File: src/rtl/tpu_layer_sequencer.sv
// ---------------------------------------------------------------------------
// tpu_layer_sequencer
//
// Command-level sequencer for one layer operation on tpu_datapath. A command
// is taken through a valid/ready handshake, then the block streams the
// layer's weight words into the datapath weight FIFO, launches the systolic
// array and waits for it, then launches the VPU stage and waits for it.
// The weight and accumulator double-buffer selects flip as steps complete,
// and a watchdog turns a hung datapath into a sticky error flag.
//
// Ports
//   clk, rst                  clock, asynchronous active-high reset
//   cmd_valid / cmd_ready     command handshake (ready only while idle)
//   cmd_ub_addr, cmd_rows,
//   cmd_wt_count, cmd_vpu_mode command fields, latched on acceptance
//   wt_in_valid / wt_in_ready weight-stream handshake, wt_in_data word
//   wt_fifo_wr, wt_fifo_data  registered weight-FIFO push
//   sys_start, sys_rows,
//   ub_rd_addr                systolic array launch and latched operands
//   sys_busy, sys_done        systolic array status
//   vpu_start, vpu_mode       VPU launch and latched mode
//   vpu_busy, vpu_done        VPU status
//   wt_buf_sel, acc_buf_sel   double-buffer selects
//   busy, done, err           sequencer status (done is a pulse, err sticky)
// ---------------------------------------------------------------------------
module tpu_layer_sequencer #(
   parameter int TIMEOUT_CYCLES = 4096
) (
   input  logic        clk,
   input  logic        rst,
   input  logic        cmd_valid,
   output logic        cmd_ready,
   input  logic [7:0]  cmd_ub_addr,
   input  logic [7:0]  cmd_rows,
   input  logic [7:0]  cmd_wt_count,
   input  logic [3:0]  cmd_vpu_mode,
   input  logic        wt_in_valid,
   output logic        wt_in_ready,
   input  logic [15:0] wt_in_data,
   output logic        wt_fifo_wr,
   output logic [15:0] wt_fifo_data,
   output logic        sys_start,
   output logic [7:0]  sys_rows,
   output logic [7:0]  ub_rd_addr,
   input  logic        sys_busy,
   input  logic        sys_done,
   output logic        vpu_start,
   output logic [3:0]  vpu_mode,
   input  logic        vpu_busy,
   input  logic        vpu_done,
   output logic        wt_buf_sel,
   output logic        acc_buf_sel,
   output logic        busy,
   output logic        done,
   output logic        err
);

   typedef enum logic [2:0] {
      IDLE,
      LOAD_WT,
      START_SYS,
      WAIT_SYS,
      START_VPU,
      WAIT_VPU,
      DONE,
      ERROR
   } state_t;

   // The watchdog value seen in the last permitted waiting cycle; reaching
   // it with the done input still low means the limit is hit on this edge.
   localparam logic [15:0] WDOG_LAST = 16'(TIMEOUT_CYCLES - 1);

   state_t      state;
   state_t      next_state;
   logic [7:0]  wt_remaining;
   logic [15:0] wdog;
   logic        accept;
   logic        beat;
   logic        last_beat;

   assign accept    = cmd_valid && (state == IDLE);
   assign beat      = wt_in_valid && (state == LOAD_WT);
   assign last_beat = beat && (wt_remaining == 8'd1);

   // State register.
   always_ff @(posedge clk or posedge rst) begin
      if (rst) begin
         state <= IDLE;
      end else begin
         state <= next_state;
      end
   end

   // Next-state and handshake/pulse outputs. The start pulses are gated by
   // the busy inputs combinationally so a start is never issued into a
   // stage that is still working, and lasts exactly the launching cycle.
   // A done input in the same cycle the watchdog limit is hit takes
   // priority, so a late-but-in-time completion still succeeds.
   always_comb begin
      next_state  = state;
      cmd_ready   = 1'b0;
      wt_in_ready = 1'b0;
      sys_start   = 1'b0;
      vpu_start   = 1'b0;
      busy        = 1'b1;
      done        = 1'b0;
      case (state)
         IDLE: begin
            cmd_ready = 1'b1;
            busy      = 1'b0;
            if (cmd_valid) begin
               if (cmd_rows == 8'd0) begin
                  next_state = DONE;
               end else if (cmd_wt_count == 8'd0) begin
                  next_state = START_SYS;
               end else begin
                  next_state = LOAD_WT;
               end
            end
         end
         LOAD_WT: begin
            wt_in_ready = 1'b1;
            if (last_beat) begin
               next_state = START_SYS;
            end
         end
         START_SYS: begin
            if (!sys_busy) begin
               sys_start  = 1'b1;
               next_state = WAIT_SYS;
            end
         end
         WAIT_SYS: begin
            if (sys_done) begin
               next_state = START_VPU;
            end else if (wdog >= WDOG_LAST) begin
               next_state = ERROR;
            end
         end
         START_VPU: begin
            if (!vpu_busy) begin
               vpu_start  = 1'b1;
               next_state = WAIT_VPU;
            end
         end
         WAIT_VPU: begin
            if (vpu_done) begin
               next_state = DONE;
            end else if (wdog >= WDOG_LAST) begin
               next_state = ERROR;
            end
         end
         DONE: begin
            done       = 1'b1;
            next_state = IDLE;
         end
         ERROR: begin
            next_state = IDLE;
         end
         default: begin
            next_state = IDLE;
         end
      endcase
   end

   // Command latch, weight-count tracking and the registered FIFO push.
   // The FIFO push lags the accepted beat by one cycle, so the final push
   // coincides with the systolic start.
   always_ff @(posedge clk or posedge rst) begin
      if (rst) begin
         sys_rows     <= 8'd0;
         ub_rd_addr   <= 8'd0;
         vpu_mode     <= 4'd0;
         wt_remaining <= 8'd0;
         wt_fifo_wr   <= 1'b0;
         wt_fifo_data <= 16'd0;
      end else begin
         wt_fifo_wr <= beat;
         if (accept) begin
            sys_rows     <= cmd_rows;
            ub_rd_addr   <= cmd_ub_addr;
            vpu_mode     <= cmd_vpu_mode;
            wt_remaining <= cmd_wt_count;
         end else if (beat) begin
            wt_remaining <= wt_remaining - 8'd1;
         end
         if (beat) begin
            wt_fifo_data <= wt_in_data;
         end
      end
   end

   // Buffer selects and the sticky error flag. The weight select flips as
   // the last beat is taken; the accumulator select flips on the way into
   // DONE from a real layer, so the no-op path and the error path leave it
   // alone.
   always_ff @(posedge clk or posedge rst) begin
      if (rst) begin
         wt_buf_sel  <= 1'b0;
         acc_buf_sel <= 1'b0;
         err         <= 1'b0;
      end else begin
         if (last_beat) begin
            wt_buf_sel <= ~wt_buf_sel;
         end
         if ((state == WAIT_VPU) && vpu_done) begin
            acc_buf_sel <= ~acc_buf_sel;
         end
         if (accept) begin
            err <= 1'b0;
         end else if (next_state == ERROR) begin
            err <= 1'b1;
         end
      end
   end

   // Watchdog. The START states are the only way into the WAIT states, so
   // holding the counter at zero there clears it on entry to each wait.
   always_ff @(posedge clk or posedge rst) begin
      if (rst) begin
         wdog <= 16'd0;
      end else if ((state == START_SYS) || (state == START_VPU)) begin
         wdog <= 16'd0;
      end else if (((state == WAIT_SYS) && !sys_done) ||
                   ((state == WAIT_VPU) && !vpu_done)) begin
         wdog <= wdog + 16'd1;
      end
   end

endmodule

File: config.mk
export PLATFORM = sky130hd
export DESIGN_NAME = tpu_layer_sequencer
export DESIGN_NICKNAME = d
export VERILOG_FILES = /design/src/rtl/tpu_layer_sequencer.sv
export SDC_FILE = /design/constraint.sdc
export NUM_CORES = 1
export LEC_CHECK = 0
export ABC_AREA = 1
export ABC_CLOCK_PERIOD_IN_PS = 2760
export CAP_MARGIN = 10
export CORE_UTILIZATION = 47
export DETAILED_ROUTE_END_ITERATION = 7
export PLACE_DENSITY = 0.91
export RECOVER_POWER = 25
export SLEW_MARGIN = 20
export SYNTH_ARGS = -nofsm -noshare
export SYNTH_HDL_FRONTEND = slang
export SYNTH_SLANG_ARGS = --single-unit
export TNS_END_PERCENT = 100
File: constraint.sdc
create_clock -name clk -period 2.76 [get_ports clk]
set_clock_uncertainty 0.2 [all_clocks]
set_input_delay 0.552 -clock clk [delete_from_list [all_inputs] [get_ports clk]]
set_output_delay 0.552 -clock clk [all_outputs]
set_load 0.05 [all_outputs]
======== After elaboration in Yosys (flattened, before gate mapping) ========
Cells that the tools add are included.
storage, ports and cells
  word-level logic and storage cells ...... 66
  register bits after elaboration ......... 67
cells by class
  multiplexer cells ....................... 24
  add/sub/neg operators ................... 2
  $lt $le $gt $ge ......................... 1
  reduce and logical (&&, ||, !) cells .... 17
  equality and inequality tests ........... 9
  bitwise operators ....................... 2
operators with widths
  kind                   count
  $mux 16                2
  $mux 3                 8
  $pmux 3 s7             1
  $add 16x1->16 const B  1
  $ge 16x12->1 const B   1
  $logic_not 8->1        2
  $mux 8                 2
  $eq 3x3->1 const B     5
  $mux 1                 10
  $eq 8x1->1 const B     1
  $sub 8x1->8 const B    1
  $eq 3x2->1 const B     2
  $logic_and 1x1->1      6
  $reduce_bool 2->1      3
  $eq 3x1->1 const B     1
  $logic_not 3->1        1
  $logic_not 1->1        2
  $logic_or 1x1->1       2
  $mux 2                 1
  $not 1->1              2
  $reduce_or 2->1        1

======== Longest topological paths before layout ========
  depth after elaboration ................. 8
  mapped depth ............................ 11

======== Least setup slack after synthesis ========
Ideal clock, no wire load.
  kind .................................... reg2out
  from .................................... register state[0]
  to ...................................... output port busy
  path slack .............................. 0.550 ns
  cell stages (with the launch flop) ...... 5
  arrival ................................. 1.458 ns
  required time ........................... 2.008 ns
  cells stage by stage .................... dfrtp_1 > inv_1 > nand2_1 > nor2_2 > inv_1
between the ends
  word-level cells in the longest chain between the ends .. 2
ends and longest elaborated chain
  element                 line  text
  from (decl)             73    state_t state;
  from (signal assigned)  90    state <= next_state;
  $logic_not 3->1         107   case (state)
  $mux 1                  107
  to (decl)               53    output logic busy,
Every way passes these cells.

======== Final worst setup path ========
  from .................................... register state[0]
  to ...................................... output port done
between the ends
  word-level cells in the longest chain between the ends .. 2
ends and longest elaborated chain
  element     line  text
  $eq 3x3->1  107
  $mux 1      107
  to (decl)   54    output logic done,
Every way passes these cells.

==> reports/metrics.cfg <==
[hold_path]
hold_path.class=reg -> reg
min-delay-start=acc_buf_sel

[grt]
grt-ovfl-total=0
grt_util_all_layers_pct=24.2
grt_max_degree=49
grt_first_pass_wirelength_mm=13.5
grt_antenna_before_repair=0
grt_pass1_vias=3098

[clock_tree]
path_clk_slew_ns=0.08
cts_resized=2
htree_levels=3
cts_tree=yes
cts_root_buf=clkbuf_8
clock-sinks=67
clk_path_buf_depth=2
cts_made_buffers=9
cts_setup_buffers=0
holdBufCountCts=0
clock_latency_ns=0.35

[synthesis]
seq_area_frac_synth_pct=52.1
ys_warn_count=0
yosysTopAreaCellShare_pct=52.1
synth_most_common_cell=nand2_1
synth_top_area_cell=dfrtp_1
synth_seq_cells=67
synth_area_per_cell_um2=7.78
synthCells=414
netlist_area_um2=3220
synth_cell_type_count=33
syn_nets=469
yosys-top-cells-area=dfrtp_1 52%, nand2_1 19%, inv_1 5.0%
synth-edff-count=0
ys.flop_type=dfrtp_1
synthTopCellsByCount=161 x nand2_1, 67 x dfrtp_1, 43 x inv_1, 40 x nor2_1, 19 x nand3_1
synthArstFlopShare_pct=100

[drt]
drtIter0Drc=226
routed_via_density=5.14
final_antenna_net_count=0
wire_per_inst_um=13.6
dr.pass1.iters=6
drc_errors=1
finalWirelength_mm=8.17
via_count=3081

[floorplanning]
die_w_um=84.8
core-area_um2=6490
dieArea_um2=7190
top_level_ports=98
fp-row-count=29
initial_core_util_pct=49.6
dieHeight_um=84.8

[layout]
syn_to_final_growth_pct=39.4
nets=572
antennaDiodeCount=0
final_util_pct=69.1
final_layout_size_suffix_gt1_share_pct=6.51

[place]
port_buffers=97
routabilityCongestion=0.846
hpwl_mm=6.08

[sta]
period_minus_slack_ns=2.63
setup_viol=0
worst_pin_slew_ns=0.722
rsz0062_at_grt=false
fin_crit_sh_pct=95.3
timing.slew.headroom_pct=51.8
setup_tns_ns=0
finalHoldViolCount=0
max_freq_ghz=0.380
maxSlewViolCount=0

[worst_setup_path]
cp-startpoint=state[0]
critPathRequiredTime_ns=2.01
criticalPathCategory=reg -> out
worstPathMaxFanout=5
startpoint_type=flip-flop
arrival_ns=1.88
reg2reg_from=state[0]
end_kind=primary output

[power_and_ir_drop]
leakage_nw=2.20
power_density_nw_per_um2=1210
peakVddDrop_v=0.000844

[run]
timing.max_cap.violations=0

[outcome]
violations=design-rule violations
status=finished with violations

## per-layer routing
metal / GRT usage (%) / up-vias / routed length, µm
met5: 0 / - / 0
met1: 27.4 / 1462 / 3430
met2: 41.8 / 98 / 4010
met4: 10.2 / 0 / 178
li1: - / 1503 / -
met3: 8.36 / 18 / 554
## state kept, by name, indices dropped and copies added, names as in the netlist, 3 cells and up
register      flops
state             3
sys_rows          8
ub_rd_addr        8
vpu_mode          4
wdog             16
wt_fifo_data     16
wt_remaining      8
## path summary, 6_finish.rpt
| kind | endpoint | slack [ns] | depth (start not counted) |
|---|---|---|---|
| worst max register to register | vpu_mode[2] | 0.84 | 8 |
| max in group asynchronous | sys_rows[4] | 0.62 | 3 |
| worst min-delay path | acc_buf_sel | 0.27 | 1 |
| min in group asynchronous | wt_fifo_data[3] | 0.56 | 2 |
| worst min register to register | acc_buf_sel | 0.27 | 1 |
| worst max-delay path | done | 0.13 | 4 |
## cell type report
type                    count  area, µm²
fillers                   503       2010
flip-flops and latches     67       1680
multi-input cells         292       1330
repair buffers            102       1030
inverters                  45        169
clock buffers              10        128
well taps                  77       96.3
clock inverters             6       66.3
## power breakdown
group          leakage, nW  internal (mW)  total [mW]  switching [mW]
Clock               0.0885          0.417       0.805           0.388
Sequential           0.854           1.37        1.63           0.260
Combinational         1.25          0.943        2.98            2.04
Total                 2.20           2.73        5.41            2.69
## worst max-delay path, cell delays in order, from the launching register on
cell and delay (ns):
dfrtp_1 0.41, inv_1 0.14, nand2_1 0.09, nor2_1 0.09
clkdlybuf4s50_1 0.81
## through the flow
step | hold slack, ns | power (mW) | cell area, µm² | instances | setup WS [ns]
2_1_floorplan | 0.259 | 3.61 | 3220 | 414 | 0.325
3_3_place_gp | 0.254 | 4.53 | 4310 | 583 | 0.386
3_5_place_dp | 0.262 | 4.63 | 4310 | 583 | 0.321
4_1_cts | 0.276 | 5.44 | 4500 | 599 | 0.0284
5_1_grt | 0.298 | 5.70 | 4490 | 599 | 0.0856
6_report | 0.270 | 5.41 | 4490 | 599 | 0.129
## logic make-up after synthesis
logic type | after synthesis | synth area share [%]
AOI/OAI and AO/OA | 44 | 8.12
xor gates and xnor gates | 6 | 1.63
adders and majority gates | 3 | 1.17
buffers and inverters | 55 | 6.72
DFF | 67 | 52.1
and+or+nand+nor | 239 | 30.3
## layout by cell type, fill, tap and decap left out, drive strengths merged, types with 4 or more instances in the layout
cell type      netlist  routed
nand2              163     163
clkdlybuf4s50        0      91
dfrtp               67      67
nor2                47      47
inv                 45      45
nand3               20      20
a21oi               15      15
o21ai               15      15
clkbuf               1      11
buf                  9       6
xor2                 4       4
nand4                4       4
No activity file was read; power rests on OpenSTA's default activity.
